## config.mk

```make
export PLATFORM = sky130hd
export DESIGN_NAME = signed_seq_divider_flat
export DESIGN_NICKNAME = d
export VERILOG_FILES = /design/src/rtl/signed_seq_divider_pkg.sv /design/src/rtl/signed_seq_divider_if.sv /design/src/rtl/signed_seq_divider_step.sv /design/src/rtl/signed_seq_divider.sv /design/src/flat_wrapper.sv
export SDC_FILE = /design/constraint.sdc
export NUM_CORES = 1
export LEC_CHECK = 0
export ABC_AREA = 1
export BUFFER_PORTS_ARGS = -buffer_cell sky130_fd_sc_hd__buf_2
export CAP_MARGIN = 20
export CORE_UTILIZATION = 40
export CTS_BUF_LIST = sky130_fd_sc_hd__clkbuf_8
export CTS_CLUSTER_DIAMETER = 80
export DETAILED_ROUTE_END_ITERATION = 16
export SETUP_SLACK_MARGIN = 0.3
export SLEW_MARGIN = 10
export SYNTH_ARGS = -nofsm -noshare
export SYNTH_HDL_FRONTEND = slang
export SYNTH_SLANG_ARGS = --single-unit
```

## constraint.sdc

```tcl
create_clock -name clk -period 2.9 [get_ports clk]
set_clock_uncertainty 0.15 [all_clocks]
set_input_delay 0.145 -clock clk [delete_from_list [all_inputs] [get_ports clk]]
set_output_delay 0.145 -clock clk [all_outputs]
set_load 0.03 [all_outputs]
```

## src/rtl/signed_seq_divider_pkg.sv

```systemverilog
// Shared types and helpers for the signed sequential divider.
// Helpers work on a MAX_W-bit carrier; callers sign/zero-extend in and truncate out.
package signed_div_pkg;

    localparam int MAX_W = 64;

    typedef enum logic [1:0] {
        IDLE,
        CALC,
        DONE
    } state_t;

    // Magnitude of a sign-extended operand; |MIN| survives truncation back to WIDTH bits.
    function automatic logic [MAX_W-1:0] abs_mag(input logic [MAX_W-1:0] v);
        return v[MAX_W-1] ? -v : v;
    endfunction

    function automatic logic [MAX_W-1:0] cond_neg(input logic [MAX_W-1:0] v, input logic sign);
        return sign ? -v : v;
    endfunction

endpackage

```

## src/rtl/signed_seq_divider_if.sv

```systemverilog
// Operand and result handshakes of the signed sequential divider.
// master = requester/consumer side, slave = divider.
interface signed_seq_divider_if #(
    parameter int WIDTH = 8
);
    logic             in_valid;
    logic             in_ready;
    logic [WIDTH-1:0] dividend;
    logic [WIDTH-1:0] divisor;
    logic             out_valid;
    logic             out_ready;
    logic [WIDTH-1:0] quotient;
    logic [WIDTH-1:0] remainder;
    logic             div_by_zero;
    logic             overflow;

    modport master (
        output in_valid, dividend, divisor, out_ready,
        input  in_ready, out_valid, quotient, remainder, div_by_zero, overflow
    );

    modport slave (
        input  in_valid, dividend, divisor, out_ready,
        output in_ready, out_valid, quotient, remainder, div_by_zero, overflow
    );
endinterface

```

## src/rtl/signed_seq_divider_step.sv

```systemverilog
// One combinational restoring-division iteration on unsigned magnitudes.
// Latency: 0 (combinational). Backpressure: none, the parent sequences it.
// Invariant rem < div_mag keeps the shifted remainder below 2^WIDTH.
module restoring_div_step #(
    parameter int WIDTH = 8
) (
    input  logic [WIDTH-1:0] rem,
    input  logic [WIDTH-1:0] quo,
    input  logic             dvd_bit,
    input  logic [WIDTH-1:0] div_mag,
    output logic [WIDTH-1:0] rem_nxt,
    output logic [WIDTH-1:0] quo_nxt
);
    logic [WIDTH:0] shifted;
    logic [WIDTH:0] diff;
    logic           unused_quo_msb;

    assign shifted = {rem, dvd_bit};
    assign diff    = shifted - {1'b0, div_mag};

    // Borrow out of the top bit means the trial subtract went negative: restore.
    assign rem_nxt = diff[WIDTH] ? shifted[WIDTH-1:0] : diff[WIDTH-1:0];
    assign quo_nxt = {quo[WIDTH-2:0], ~diff[WIDTH]};

    assign unused_quo_msb = quo[WIDTH-1];

endmodule

```

## src/rtl/signed_seq_divider.sv

```systemverilog
// Signed radix-2 restoring divider: quotient truncated toward zero, remainder follows dividend.
// Latency: WIDTH cycles from accept to out_valid (1 cycle for divide-by-zero).
// Backpressure: result held in DONE until out_ready; no new accept until back in IDLE.
module signed_seq_divider
    import signed_div_pkg::*;
#(
    parameter int WIDTH = 8
) (
    input  logic                clk,
    input  logic                rst_n,
    signed_seq_divider_if.slave bus
);
    localparam int               CW      = (WIDTH > 1) ? $clog2(WIDTH) : 1;
    localparam logic [WIDTH-1:0] MIN_VAL = {1'b1, {(WIDTH-1){1'b0}}};

    state_t           state, state_nxt;
    logic [CW-1:0]    cnt;
    logic [WIDTH-1:0] dvd_sh;
    logic [WIDTH-1:0] div_mag;
    logic [WIDTH-1:0] rem_acc;
    logic [WIDTH-1:0] quo_acc;
    logic [WIDTH-1:0] dvd_raw;
    logic             sign_q;
    logic             sign_r;
    logic             dz_pend;
    logic             ovf_pend;

    logic [WIDTH-1:0] rem_nxt;
    logic [WIDTH-1:0] quo_nxt;
    logic             accept;
    logic             last_iter;
    logic             calc_done;

    assign accept    = bus.in_valid && (state == IDLE);
    assign last_iter = (cnt == CW'(WIDTH - 1));
    assign calc_done = (state == CALC) && (dz_pend || last_iter);

    restoring_div_step #(.WIDTH(WIDTH)) u_step (
        .rem     (rem_acc),
        .quo     (quo_acc),
        .dvd_bit (dvd_sh[WIDTH-1]),
        .div_mag (div_mag),
        .rem_nxt (rem_nxt),
        .quo_nxt (quo_nxt)
    );

    always_ff @(posedge clk or negedge rst_n) begin
        if (!rst_n) begin
            state <= IDLE;
        end else begin
            state <= state_nxt;
        end
    end

    always_comb begin
        state_nxt     = state;
        bus.in_ready  = 1'b0;
        bus.out_valid = 1'b0;
        case (state)
            IDLE: begin
                bus.in_ready = 1'b1;
                if (bus.in_valid) state_nxt = CALC;
            end
            CALC: begin
                if (calc_done) state_nxt = DONE;
            end
            DONE: begin
                bus.out_valid = 1'b1;
                if (bus.out_ready) state_nxt = IDLE;
            end
            default: state_nxt = IDLE;
        endcase
    end

    always_ff @(posedge clk or negedge rst_n) begin
        if (!rst_n) begin
            cnt             <= '0;
            dvd_sh          <= '0;
            div_mag         <= '0;
            rem_acc         <= '0;
            quo_acc         <= '0;
            dvd_raw         <= '0;
            sign_q          <= 1'b0;
            sign_r          <= 1'b0;
            dz_pend         <= 1'b0;
            ovf_pend        <= 1'b0;
            bus.quotient    <= '0;
            bus.remainder   <= '0;
            bus.div_by_zero <= 1'b0;
            bus.overflow    <= 1'b0;
        end else if (accept) begin
            dvd_sh          <= WIDTH'(abs_mag(MAX_W'($signed(bus.dividend))));
            div_mag         <= WIDTH'(abs_mag(MAX_W'($signed(bus.divisor))));
            rem_acc         <= '0;
            quo_acc         <= '0;
            dvd_raw         <= bus.dividend;
            sign_q          <= bus.dividend[WIDTH-1] ^ bus.divisor[WIDTH-1];
            sign_r          <= bus.dividend[WIDTH-1];
            dz_pend         <= (bus.divisor == '0);
            ovf_pend        <= (bus.dividend == MIN_VAL) && (bus.divisor == '1);
            cnt             <= '0;
            bus.div_by_zero <= 1'b0;
            bus.overflow    <= 1'b0;
        end else if (state == CALC) begin
            if (dz_pend) begin
                bus.quotient    <= '1;
                bus.remainder   <= dvd_raw;
                bus.div_by_zero <= 1'b1;
            end else begin
                rem_acc <= rem_nxt;
                quo_acc <= quo_nxt;
                dvd_sh  <= {dvd_sh[WIDTH-2:0], 1'b0};
                cnt     <= cnt + CW'(1);
                // Sign fix-up on the final step's outputs; MIN / -1 wraps back to MIN.
                if (last_iter) begin
                    bus.quotient  <= WIDTH'(cond_neg(MAX_W'(quo_nxt), sign_q));
                    bus.remainder <= WIDTH'(cond_neg(MAX_W'(rem_nxt), sign_r));
                    bus.overflow  <= ovf_pend;
                end
            end
        end
    end

endmodule

```

## src/flat_wrapper.sv

```systemverilog
// flat-port wrapper written by rule: the top's interface ports become plain ports
module signed_seq_divider_flat import signed_div_pkg::*;
#(
    parameter int WIDTH = 8
)
  (clk, rst_n, bus_in_valid, bus_dividend, bus_divisor, bus_out_ready, bus_in_ready, bus_out_valid, bus_quotient, bus_remainder, bus_div_by_zero, bus_overflow);
  signed_seq_divider_if #(.WIDTH(WIDTH)) bus_i ();
  input  logic clk;
  input  logic rst_n;
  input wire logic [$bits(bus_i.in_valid)-1:0] bus_in_valid;
  input wire logic [$bits(bus_i.dividend)-1:0] bus_dividend;
  input wire logic [$bits(bus_i.divisor)-1:0] bus_divisor;
  input wire logic [$bits(bus_i.out_ready)-1:0] bus_out_ready;
  output wire logic [$bits(bus_i.in_ready)-1:0] bus_in_ready;
  output wire logic [$bits(bus_i.out_valid)-1:0] bus_out_valid;
  output wire logic [$bits(bus_i.quotient)-1:0] bus_quotient;
  output wire logic [$bits(bus_i.remainder)-1:0] bus_remainder;
  output wire logic [$bits(bus_i.div_by_zero)-1:0] bus_div_by_zero;
  output wire logic [$bits(bus_i.overflow)-1:0] bus_overflow;
  assign bus_i.in_valid = bus_in_valid;
  assign bus_i.dividend = bus_dividend;
  assign bus_i.divisor = bus_divisor;
  assign bus_i.out_ready = bus_out_ready;
  assign bus_in_ready = bus_i.in_ready;
  assign bus_out_valid = bus_i.out_valid;
  assign bus_quotient = bus_i.quotient;
  assign bus_remainder = bus_i.remainder;
  assign bus_div_by_zero = bus_i.div_by_zero;
  assign bus_overflow = bus_i.overflow;
  signed_seq_divider #(.WIDTH(WIDTH)) u_core (.clk(clk), .rst_n(rst_n), .bus(bus_i));
endmodule
```

==> flow_metrics.tcl <==
set metrics [dict create \
    cts_max_level 3 \
    vias 3364 \
    grt_max_degree 45 \
    path_max_fanout 7 \
    drive_gt1_share_pct 22.95 \
    async_reset_ff_share_pct 100.0 \
    antenna_found_initial 0 \
    yosys-top-cells-area "dfrtp_1, nand2_1, inv_1" \
    r2r_start "u_core.dvd_sh[7]" \
    grt_pass1_wl_mm 15.59 \
    min_path_type "in2reg" \
    cp-start-kind "flop" \
    synth_compound_area_share_pct 15.18 \
    core_mm2 0.009240 \
    max_freq_mhz 395.2 \
    switching_share_pct 48.87 \
    synth_area_mm2 0.003799 \
    syn2layout_area_growth_pct 26.28 \
    io_pins 40 \
    synth.avg_cell_area_um2 8.048 \
    synthXorXnorAreaFrac_pct 2.306 \
    yosys_warnings 0 \
    overflow 0 \
    setup_tns_ns 0 \
    wl_mm 9.384 \
    slew_violations 0 \
    cp-end-kind "flop" \
    rsz0062_at_grt "yes" \
    synthMuxAreaShare_pct 0 \
    port_buffers 39 \
    synth_top_area_cell "dfrtp_1" \
    arrival_ns 2.61 \
    reg2reg_to "u_core.bus.quotient[4]" \
    synth_top_area_share_pct 42.82 \
    synth_top_family_by_area "simple AND/OR/NAND/NOR gates" \
    min_period_ns 2.530 \
    setup_viol 0 \
    die_h_um 99.45 \
    p_seq_share_pct 24.5 \
    ys_types 41 \
    hpwlAfterDp_mm 6.513 \
    clk_pin_slew_worst_paths_ns 0.08 \
    grt_usage_pct 20.18 \
    synth_top_cells_by_count "nand2_1, dfrtp_1, inv_1, nor2_1, o21ai_0" \
    gp_congestion 0.8074 \
    reg2reg_depth 16 \
    instances_no_fill 678 \
    clockBufferDepth 2 \
    tightestPinTransition_ns 0.4621 \
    rrSetupSlack_ns 0.37 \
    hold_violations 0 \
    relSlewSlack_pct 69.08 \
    avgRoutedWirePerCell_um 13.84 \
    path_class "reg2reg" \
    cts_tree "built" \
    die_width_um 99.45 \
    cts_sinks 65 \
    synth-seq-area-share_pct 42.82 \
    syn-num-nets 507 \
    endpoint "u_core.bus.quotient[4]" \
    grt_pass1_vias 3326 \
    holdPathStages 4 \
    final_cell_area_mm2 0.004797 \
    remaining_drc_errors 0 \
    num-fill-cells 893 \
    row_count 35 \
    syn_inst 472 \
    max_cap_viol_count 0 \
    fp.dieArea_mm2 0.009890 \
    viasPerCell 4.962 \
    pwr_density_cell_mw_per_mm2 1377 \
    internal_power_mw 3.377 \
    yosys.area_share.simple_pct 26.09 \
    first_pass_iters 4 \
    p_comb_share_pct 62.1 \
    synthAdderAreaFrac_pct 5.138 \
    required_ns 2.98 \
    yosysMostFrequentCell "nand2_1" \
    ys.flop_type "dfrtp_1" \
    clockPowerShare_pct 13.4 \
    synth_edf_count 0 \
    fin_nets 579 \
    p_sw_mw 3.228 \
    period_share_pct 87.26 \
    dp.cells 637 \
    n_antenna_cell 0 \
    place_area_mm2 0.004175 \
    cts_buffers 9 \
    crit_start "u_core.dvd_sh[7]" \
    root_buffer "clkbuf_8" \
    yosys_register_bits 65 \
    start_util_pct 41.11 \
    drt_iter0_drc 104 \
    p_leak_nw 2.354 \
    irDropWorstVdd_v 0.0005060 \
    status "finished, final reports clean" \
    ant_nets 0 \
    clkLatencyLatePin_ns 0.34 \
]
placed cells by master (no fill, tap or decap), types with 5 or more instances in the layout:
cell type / count
ha_1: 9
clkbuf_8: 10
nand4_1: 6
o211ai_1: 7
o22ai_1: 15
nor3_1: 6
o21ai_0: 29
o21ai_1: 5
a31oi_1: 9
nand2_2: 12
ha_4: 5
xor2_1: 9
inv_1: 62
a21oi_1: 13
nand3_1: 21
buf_4: 18
dlygate4sd3_1: 17
buf_2: 39
dfrtp_1: 65
nand2_1: 95
nand2_4: 9
nor2_1: 36
metrics by stage:
| stage | hold WS (ns) | total power [mW] | util (%) | setup slack (ns) |
|---|---|---|---|---|
| floorplan | -0.3006 | 4.400 | - | 0.4188 |
| global placement | 0.1714 | 5.136 | 45.19 | 0.3113 |
| detailed placement | 0.1975 | 5.200 | 45.19 | 0.2283 |
| CTS | 0.004521 | 6.155 | 49.65 | 0.3577 |
| global route | 0.03012 | 7.214 | 51.92 | 0.2255 |
| finish | 0.02384 | 6.606 | 51.92 | 0.3696 |
how the worst min path moves through the flow:
| stage | end | slack [ns] | startpoint |
|---|---|---|---|
| CTS | u_core.div_mag[7] | 0.005 | bus_divisor[7] |
| floorplan | u_core.bus.div_by_zero | -0.30 | rst_n |
| detailed placement | u_core.state[1] | 0.20 | bus_out_ready |
| global route | u_core.div_mag[5] | 0.03 | bus_divisor[7] |
| global placement | u_core.state[1] | 0.17 | bus_out_ready |
| finish | u_core.div_mag[7] | 0.02 | bus_divisor[3] |
power groups by stage:
stage	logic, mW	clock network [mW]	registers [mW]
floorplan	2.68	0	1.72
global placement	3.55	0	1.58
detailed placement	3.60	0	1.60
CTS	3.66	0.908	1.58
global route	4.60	0.953	1.66
finish	4.10	0.888	1.62
cell families after synthesis:
| family | Yosys count |
|---|---|
| fa+ha+maj | 15 |
| buf+inv | 83 |
| simple gates | 205 |
| flops | 65 |
| xor+xnor | 10 |
| compound gates | 94 |
routing by layer:
metal  vias up  track usage [%]  wire, um
li1       1710                -         -
met1      1583            26.21      4524
met4         0            6.787        95
met5         -                0         0
met3         7            2.881       303
met2        64            34.56      4460
timing repair:
item / 4_1_cts / 5_1_grt
setup endpoints to repair: 2 / 12
gates resized for setup: 2 / 28
hold buffers: 17 / 0
endpoints found under the hold margin: 58 / 0
pin swaps: 1 / 19
buffers inserted: 1 / 6
state kept, by name, summed over array words and instances (netlist names):
name / count
u_core.dvd_sh: 8
u_core.quo_acc: 7
u_core.cnt: 3
u_core.bus.quotient: 8
u_core.bus.overflow: 1
u_core.sign_q: 1
u_core.rem_acc: 8
u_core.dz_pend: 1
u_core.ovf_pend: 1
u_core.bus.div_by_zero: 1
u_core.div_mag: 8
u_core.state: 2
u_core.bus.remainder: 8
u_core.dvd_raw: 8
final cells by class:
class | instances | area (um2) | area share (%)
flip-flops and latches | 65 | 1627 | 33.91
well taps | 129 | 161.4 | 3.365
clock inverters | 6 | 90.09 | 1.878
clock buffers | 10 | 137.6 | 2.869
multi-input cells | 324 | 1997 | 41.63
inverters | 69 | 264.0 | 5.503
repair buffers | 75 | 520.5 | 10.85
worst max-delay path, stage by stage, from the launching register on:
cell and delay (ns):
dfrtp_1 0.40, inv_2 0.08, ha_4 0.13, inv_4 0.03, fa_2 0.36, nand2_2 0.09
nand2_4 0.07, nand3_4 0.11, nand3_4 0.12, nand2_8 0.12, ha_4 0.15, inv_4 0.04
nor3_4 0.19, nor2_1 0.08, xor2_1 0.16, o22ai_1 0.10, inv_1 0.05
Note: power is estimated with default switching activity, not from simulation.
